### src/rtl/mod_memstage.sv
// mod_memstage: memory-access stage between regread and execute.
// Loads fill the 8-byte load buffer, stores drive the bus with byte
// enables; accesses crossing an 8-byte boundary take two aligned beats.
// Optional feature: define MEMSTAGE_STLD_FWD_EN to serve an unsplit load
// that exactly matches the last completed store (same addr and size)
// straight from a one-entry store buffer, without touching the bus.
module mod_memstage #(
  parameter int ADDR_W = 64,
  parameter int DATA_W = 64
) (
  input  logic              clk,
  input  logic              reset_n,
  input  logic              in_valid,
  output logic              in_ready,
  input  logic [1:0]        in_kind,
  input  logic [1:0]        in_size,
  input  logic [ADDR_W-1:0] in_addr,
  input  logic [DATA_W-1:0] in_wdata,
  input  logic [31:0]       in_tag,
  output logic              out_valid,
  input  logic              out_ready,
  output logic [31:0]       out_tag,
  output logic [DATA_W-1:0] load_buffer,
  output logic              loadbuffer_done,
  output logic              memstage_active,
  output logic              store_memstage_active,
  output logic              mem_req_valid,
  input  logic              mem_req_ready,
  output logic              mem_req_we,
  output logic [ADDR_W-1:0] mem_req_addr,
  output logic [DATA_W-1:0] mem_req_wdata,
  output logic [7:0]        mem_req_wmask,
  input  logic              mem_resp_valid,
  input  logic [DATA_W-1:0] mem_resp_rdata
);

  typedef enum logic [2:0] {
    S_IDLE, S_REQ0, S_WAIT0, S_REQ1, S_WAIT1, S_DONE
  } state_e;

  localparam logic [1:0] KIND_NONE  = 2'd0;
  localparam logic [1:0] KIND_LOAD  = 2'd1;
  localparam logic [1:0] KIND_STORE = 2'd2;

  state_e            state_q;
  logic [1:0]        kind_q;
  logic [1:0]        size_q;
  logic [ADDR_W-1:0] addr_q;
  logic [DATA_W-1:0] wdata_q;
  logic [DATA_W-1:0] beat0_q;
  logic [DATA_W-1:0] loadBuf_q;
  logic [31:0]       tag_q;

  logic [2:0]        off;
  logic [5:0]        shamt;
  logic [3:0]        nBytes;
  logic [15:0]       laneSpan;
  logic              needBeat1;
  logic [127:0]      rotDbl;
  logic [63:0]       rotData;
  logic [127:0]      mergeSrc;
  logic [127:0]      mergeShift;
  logic [63:0]       merged;
  logic [1:0]        kindIn;
  logic              fwdHit;
  logic [63:0]       fwdData;

  // Zero-extension mask covering the low (1<<size) bytes.
  function automatic logic [63:0] sizeMask(input logic [1:0] size);
    logic [63:0] m;
    case (size)
      2'd0:    m = 64'h0000_0000_0000_00FF;
      2'd1:    m = 64'h0000_0000_0000_FFFF;
      2'd2:    m = 64'h0000_0000_FFFF_FFFF;
      default: m = 64'hFFFF_FFFF_FFFF_FFFF;
    endcase
    return m;
  endfunction

  // Lane geometry of the captured op: which lanes each beat touches, the
  // store data rotated into lane position, and the merged load result.
  always_comb begin
    off        = addr_q[2:0];
    shamt      = {off, 3'b000};
    nBytes     = 4'd1 << size_q;
    laneSpan   = ((16'd1 << nBytes) - 16'd1) << off;
    needBeat1  = |laneSpan[15:8];
    rotDbl     = {wdata_q, wdata_q} << shamt;
    rotData    = rotDbl[127:64];
    mergeSrc   = (state_q == S_WAIT1) ? {mem_resp_rdata, beat0_q} : {64'd0, mem_resp_rdata};
    mergeShift = mergeSrc >> shamt;
    merged     = mergeShift[63:0] & sizeMask(size_q);
    kindIn     = (in_kind == KIND_LOAD || in_kind == KIND_STORE) ? in_kind : KIND_NONE;
  end

`ifdef MEMSTAGE_STLD_FWD_EN
  logic              fwdValid_q;
  logic [ADDR_W-1:0] fwdAddr_q;
  logic [1:0]        fwdSize_q;
  logic [63:0]       fwdData_q;
  logic [3:0]        inEnd;

  // An incoming load hits when it is unsplit and matches the saved store exactly.
  always_comb begin
    inEnd   = {1'b0, in_addr[2:0]} + (4'd1 << in_size);
    fwdHit  = fwdValid_q && (kindIn == KIND_LOAD) && (inEnd <= 4'd8) &&
              (in_addr == fwdAddr_q) && (in_size == fwdSize_q);
    fwdData = fwdData_q;
  end

  // Remember the most recent store once it has been handed to execute.
  always_ff @(posedge clk or negedge reset_n) begin
    if (!reset_n) begin
      fwdValid_q <= 1'b0;
      fwdAddr_q  <= '0;
      fwdSize_q  <= 2'd0;
      fwdData_q  <= 64'd0;
    end else if (state_q == S_DONE && out_ready && kind_q == KIND_STORE) begin
      fwdValid_q <= 1'b1;
      fwdAddr_q  <= addr_q;
      fwdSize_q  <= size_q;
      fwdData_q  <= wdata_q & sizeMask(size_q);
    end
  end
`else
  assign fwdHit  = 1'b0;
  assign fwdData = 64'd0;
`endif

  // Main sequencer: capture at accept, issue one or two beats, merge, hand off.
  always_ff @(posedge clk or negedge reset_n) begin
    if (!reset_n) begin
      state_q   <= S_IDLE;
      kind_q    <= KIND_NONE;
      size_q    <= 2'd0;
      addr_q    <= '0;
      wdata_q   <= '0;
      tag_q     <= 32'd0;
      beat0_q   <= '0;
      loadBuf_q <= '0;
    end else begin
      case (state_q)
        S_IDLE: begin
          if (in_valid) begin
            kind_q  <= kindIn;
            size_q  <= in_size;
            addr_q  <= in_addr;
            wdata_q <= in_wdata;
            tag_q   <= in_tag;
            if (kindIn == KIND_NONE) begin
              state_q <= S_DONE;
            end else if (fwdHit) begin
              loadBuf_q <= fwdData;
              state_q   <= S_DONE;
            end else begin
              state_q <= S_REQ0;
            end
          end
        end
        S_REQ0: if (mem_req_ready) state_q <= S_WAIT0;
        S_WAIT0: begin
          if (mem_resp_valid) begin
            if (needBeat1) begin
              beat0_q <= mem_resp_rdata;
              state_q <= S_REQ1;
            end else begin
              if (kind_q == KIND_LOAD) loadBuf_q <= merged;
              state_q <= S_DONE;
            end
          end
        end
        S_REQ1: if (mem_req_ready) state_q <= S_WAIT1;
        S_WAIT1: begin
          if (mem_resp_valid) begin
            if (kind_q == KIND_LOAD) loadBuf_q <= merged;
            state_q <= S_DONE;
          end
        end
        S_DONE: if (out_ready) state_q <= S_IDLE;
        default: state_q <= S_IDLE;
      endcase
    end
  end

  assign in_ready              = (state_q == S_IDLE);
  assign out_valid             = (state_q == S_DONE);
  assign out_tag               = tag_q;
  assign load_buffer           = loadBuf_q;
  assign loadbuffer_done       = out_valid && (kind_q == KIND_LOAD);
  assign memstage_active       = (state_q != S_IDLE);
  assign store_memstage_active = memstage_active && (kind_q == KIND_STORE);

  assign mem_req_valid = (state_q == S_REQ0) || (state_q == S_REQ1);
  assign mem_req_we    = mem_req_valid && (kind_q == KIND_STORE);
  assign mem_req_addr  = mem_req_valid ?
                         ({addr_q[ADDR_W-1:3], 3'b000} + ((state_q == S_REQ1) ? ADDR_W'(8) : '0)) : '0;
  assign mem_req_wdata = mem_req_we ? rotData : '0;
  assign mem_req_wmask = mem_req_we ? ((state_q == S_REQ1) ? laneSpan[15:8] : laneSpan[7:0]) : 8'd0;

endmodule

### config.mk
export PLATFORM = sky130hd
export DESIGN_NAME = mod_memstage
export DESIGN_NICKNAME = d
export VERILOG_FILES = /design/src/rtl/mod_memstage.sv
export SDC_FILE = /design/constraint.sdc
export NUM_CORES = 1
export LEC_CHECK = 0
export CORE_MARGIN = 3
export CORE_UTILIZATION = 51
export DETAILED_ROUTE_END_ITERATION = 8
export PLACE_DENSITY = 0.9
export SLEW_MARGIN = 20
export SYNTH_ARGS = -nofsm -noshare
export SYNTH_HDL_FRONTEND = slang
export SYNTH_SLANG_ARGS = --single-unit
### constraint.sdc
create_clock -name clk -period 4.2 [get_ports clk]
set_clock_uncertainty 0.05 [all_clocks]
set_input_delay 0.84 -clock clk [delete_from_list [all_inputs] [get_ports clk]]
set_output_delay 0.84 -clock clk [all_outputs]
set_load 0.01 [all_outputs]
# ---- Word-level counts from Yosys, hierarchy flattened
# Index checks and enable logic that the tools add are counted.
dict set report classes {
  addsub 2
  n_eq_ne 18
  shifts 5
  muxes 22
  bitwise_logic 1
  reduce_logical 15
}
# cell count
set ops {}
lappend ops {{$mux W64} 6}
lappend ops {{$pmux W64 S3} 1}
lappend ops {{$mux W128} 1}
lappend ops {{$pmux W64 S2} 1}
lappend ops {{$shl A128 B6 Y128} 1}
lappend ops {{$shr A128 B6 Y64} 1}
lappend ops {{$add A64 B4 Y64} 1}
lappend ops {{$and A64 B64 Y64} 1}
lappend ops {{$mux W3} 8}
lappend ops {{$pmux W3 S6} 1}
lappend ops {{$mux W8} 2}
lappend ops {{$shl A1 B4 Y16 const A} 1}
lappend ops {{$shl A16 B3 Y16} 1}
lappend ops {{$sub A16 B1 Y16 const B} 1}
lappend ops {{$ne A2 B2 Y1 const B} 6}
lappend ops {{$reduce_or A8 Y1} 1}
lappend ops {{$eq A2 B1 Y1 const B} 3}
lappend ops {{$eq A2 B2 Y1 const B} 3}
lappend ops {{$eq A3 B2 Y1 const B} 2}
lappend ops {{$eq A3 B3 Y1 const B} 2}
lappend ops {{$reduce_and A6 Y1} 1}
lappend ops {{$logic_not A2 Y1} 2}
lappend ops {{$mux W4} 1}
lappend ops {{$reduce_and A4 Y1} 1}
lappend ops {{11 further kinds} 14}
dict set report word_totals {
  regBits 295
  out_inout_bits 239
  elab_cells 71
}

# ---- Longest topological paths before layout
dict set report logic_depth {
  depth_word 8
  ltp_mapped 15
}

# ---- Worst setup path before layout
# OpenSTA, ideal clock, no wires.
dict set report synth_path {
  path_kind {reg-to-output}
  startpoint {register state_q[2]}
  endpoint {output port mem_req_addr[49]}
  arrival_time_ps 2851
  required_ps 3310
  path_slack_ps 459
  stages_incl_launch_ff 15
  n_path_buf 3
  cell_sequence {dfrtp_1 buf_2 nand2b_1 clkbuf_1 inv_2 nand2_1 inv_2 ha_1 ha_1 nand3_1 nor3_1 nand4_1 clkbuf_1 or3_1 a21oi_1}
}
dict set report synth_between {
  word_cells_on_any_way 6
  classes_between {1 x add/sub; 2 x eq/ne; 2 x mux; 1 x reduce/logical}
}
# element line
set synth_rtl {}
lappend synth_rtl {{from (decl)} 45} ;# state_e state_q;
lappend synth_rtl {{from (signal assigned)} 133} ;# state_q <= S_IDLE;
lappend synth_rtl {{from (signal assigned)} 151} ;# state_q <= S_DONE;
lappend synth_rtl {{from (signal assigned)} 154} ;# state_q <= S_DONE;
lappend synth_rtl {{$eq A3 B1 Y1 or $eq A3 B2 Y1 (tied branches)} 193} ;# assign mem_req_valid = (state_q == S_REQ0) || (state_q == S_REQ1);
lappend synth_rtl {{$logic_or A1 B1 Y1 *} 193}
lappend synth_rtl {{net mem_req_valid} 27} ;# output logic mem_req_valid,
lappend synth_rtl {{$mux W64 *} 195} ;# assign mem_req_addr = mem_req_valid ?
lappend synth_rtl {{to (decl)} 30} ;# output logic [ADDR_W-1:0] mem_req_addr,
# Mark *: on every way through the listed nets, which the timed path passes. The rest lies on a longest branch.

# ---- Worst setup path in the final report
dict set report layout_path {
  startpoint {register state_q[2]}
  endpoint {output port mem_req_addr[43]}
}
dict set report layout_between {
  elab_chain_cells 4
  word_cells_on_any_way 6
  classes_between {1 x add/sub; 2 x eq/ne; 2 x mux; 1 x reduce/logical}
}
# element line
set layout_rtl {}
lappend layout_rtl {{$eq A3 B2 Y1} {193, 196}}
lappend layout_rtl {{$mux W4} 196} ;# ({addr_q[ADDR_W-1:3], 3'b000} + ((state_q == S_REQ1) ? ADDR_W'(8) : '0)) : '0;
lappend layout_rtl {{$add A64 B4 Y64} 196}
lappend layout_rtl {{$mux W64 *} 195}
# Mark *: on every way between the ends. The rest lies on a longest branch, timed or not.

==> flow_metrics.py <==
metrics = {
    "layout": {
        "drive_above_1_share_pct": 18.5,
        "final_cells": 2827,
        "finalNetCount": 2531,
        "syn_to_final_growth_pct": 33.5,
        "nFillCells": 2691,
        "fin_util_pct": 69.8,
        "final_area_sq_um": 25900,
    },
    "drt": {
        "drtIter0Drc": 1812,
        "firstDrtPassIters": 9,
        "via_count": 17900,
        "vias_per_cell": 6.32,
        "drc": 1,
        "routed_wirelength_mm": 71.5,
        "antenna_left": 0,
        "wl_per_cell_um": 25.3,
    },
    "yosys": {
        "synth_cells": 1884,
        "synth_top_cell_by_area": "dfrtp_1",
        "ys_types": 78,
        "async_flop_share_pct": 100,
        "synth_area_leaders": "dfrtp_1 (38%), mux2_2 (9.7%), mux4_2 (9.1%), mux2i_1 (7.2%), nand2_1 (4.2%)",
        "synth_edf_count": 0,
        "yosysTopAreaCellShare_pct": 38.1,
        "synth_seq_cells": 295,
        "yosysWarnings": 0,
        "synthTopCellsByCount": "dfrtp_1 (295), nand2_1 (218), mux2_2 (167)",
        "synthFlopType": "dfrtp_1",
        "avgSynthCellArea_sq_um": 10.3,
        "synth_area_sq_um": 19400,
        "synth_most_common_cell": "dfrtp_1",
        "synth_sequential_area_ratio_pct": 38.1,
    },
    "floorplan": {
        "die-area_sq_um": 40400,
        "coreArea_sq_um": 37000,
        "die_y_um": 201,
        "die_w_um": 201,
        "placementRows": 70,
        "start_util_pct": 52.3,
        "io_pins": 473,
    },
    "power": {
        "p_total_mw": 19.6,
        "powerDensity_nw_per_um2": 759,
        "ir_drop_mv": 0.450,
        "leakagePower_nw": 10.6,
    },
    "outcome": {
        "outcome": "complete, but fails checks",
        "violations": "DRC, setup timing",
    },
    "sta": {
        "clock.fmax_mhz": 237,
        "worst_slew_pin_slew_ns": 1.04,
        "hold_ws_ns": 0.357,
        "timing.final.hold_violations": 0,
        "rsz0062_at_grt": "true",
        "relSlewSlack_pct": 30.8,
        "fin_ws_ns": -0.0220,
        "tns_ns": -0.0452,
        "final-setup-viol-count": 4,
        "period_minus_slack_ns": 4.22,
        "drv_slew": 0,
        "fin_crit_sh_pct": 101,
    },
    "place": {
        "dp_hpwl_mm": 52.2,
        "portBuffers": 469,
        "placed_area_sq_um": 24400,
        "post-place-ws_ns": 0.143,
        "gp_congestion": 0.966,
        "dp.cells": 2754,
    },
    "setup_path": {
        "critPathKind": "reg2out",
        "arrival_ns": 3.33,
        "endpoint_kind": "primary output",
        "slowest_delay_ns": 0.56,
        "path_buf_inv": 4,
        "r2r_start": "size_q[0]",
        "timing.critical_path.from": "state_q[2]",
        "crit_slowest_cell": "clkdlybuf4s50_1",
        "crit_family": "simple AND/OR/NAND/NOR gates",
        "cp_cell_sequence": "nand2b_2 -> inv_2 -> nand2_1 -> inv_2 -> ha_2 -> ha_2 -> nand3_2 -> nor3_2 -> nand4_1 -> buf_6 -> nor3_1 -> xnor2_1 -> nor2_1 -> clkdlybuf4s50_1",
        "start_kind": "register",
        "cp_max_fo": 20,
        "required_ns": 3.31,
    },
    "cts": {
        "cts.sinks": 295,
        "clkTransAtPathRegs_ns": 0.06,
        "h-tree-depth": 2,
        "cts_tree": "yes",
        "clock_latency_ns": 0.52,
        "hold_buffers": 0,
        "cts_buffer_depth": 3,
        "root_buffer": "clkbuf_16",
        "numCtsBuffers": 36,
    },
    "global_route": {
        "grt_pass1_vias": 17900,
        "grt_max_degree": 106,
        "grtUsageTotal_pct": 34.2,
        "antenna_found_initial": 15,
        "grt_overflow_total": 0,
        "grt_pass1_wl_mm": 109,
    },
    "worst_hold_path": {
        "hold_path_class": "in2async",
    },
    "job": {
        "cap_violations": 0,
    },
}
==> kinds of logic (layout without fill, tap and decap cells) <==
group,after synthesis,after routing,synth area share (%)
mux,444,444,29.4
flops,295,295,38.1
simple gates,521,521,12.2
other cells,1,10,0.0194
xor+xnor,52,52,2.35
compound gates,376,376,12.6
fa+ha+maj,5,5,0.323
buf+inv,190,620,5.00
==> registers in the layout (all words and copies together) (netlist names) <==
| register | flops |
|---|---|
| load_buffer | 64 |
| size_q | 2 |
| beat0_q | 64 |
| out_tag | 32 |
| wdata_q | 64 |
| addr_q | 64 |
| kind_q | 2 |
| state_q | 3 |
==> report_power, final <==
group | switching, mW | total, mW | internal [mW]
combinational | 5.76 | 11.0 | 5.24
clock | 1.26 | 3.15 | 1.89
sequential | 1.37 | 5.50 | 4.13
total | 8.39 | 19.6 | 11.3
==> what timing repair did <==
item | CTS | global route
endpoints found under the setup margin | 49 | 48
resized for setup | 18 | 48
pin swaps | 1 | 2
buffers inserted | 2 | 2
==> path summary, 6_finish.rpt <==
kind	end	slack [ns]	cells past startpoint
min in group clk	load_buffer[1]	0.43	1
min reg2reg	load_buffer[1]	0.43	1
min	beat0_q[7]	0.36	1
max	mem_req_addr[43]	-0.02	14
max in group asynchronous	beat0_q[35]	2.78	2
max reg2reg	beat0_q[38]	0.92	9
==> cell type report <==
type	count	area [sq um]	area share (%)
multi-input cells	1401	11200	43.4
flip-flops and latches	295	7390	28.6
repair buffers	530	5310	20.5
clock buffers	48	1060	4.09
well taps	504	631	2.44
clock inverters	14	130	0.503
inverters	28	106	0.411
diodes	7	17.5	0.0677
==> per-layer routing <==
| metal | up-vias | share of wire, % | GRT usage (%) |
|---|---|---|---|
| met5 | - | 0.16 | 0 |
| met4 | 16 | 5.1 | 15.5 |
| met3 | 244 | 11 | 10.3 |
| met2 | 1115 | 47 | 55.1 |
| met1 | 8758 | 36 | 42.7 |
| li1 | 7736 | - | - |
==> cell usage in the layout, fill, tap and decap left out, types with 6 or more instances in the layout <==
master / netlist / routed
clkbuf_16: 0 / 37
a22o_1: 35 / 35
inv_1: 24 / 23
and3_1: 12 / 12
clkinv_2: 0 / 9
xor2_1: 10 / 10
dlymetal6s2s_1: 0 / 22
nand2_1: 218 / 218
o2111ai_1: 6 / 6
xnor2_1: 42 / 42
a31oi_1: 9 / 9
nor3_1: 26 / 13
clkbuf_8: 0 / 9
dlygate4sd2_1: 0 / 8
diode_2: 0 / 7
o22ai_1: 11 / 11
nor3_2: 5 / 17
a211oi_1: 38 / 38
a22oi_1: 19 / 19
nor2b_1: 21 / 21
buf_12: 2 / 8
mux2i_1: 139 / 139
a32oi_1: 6 / 6
nand3_1: 40 / 39
or3_1: 12 / 12
dfrtp_1: 295 / 292
mux2_2: 167 / 167
o31ai_1: 8 / 8
mux4_2: 78 / 78
clkdlybuf4s50_1: 0 / 438
buf_4: 18 / 51
o21ai_0: 85 / 85
mux2_1: 60 / 60
nand4_1: 9 / 9
nor4_2: 2 / 8
nor2_1: 138 / 135
a21oi_1: 112 / 110
Power figures use the tool's default switching activity.
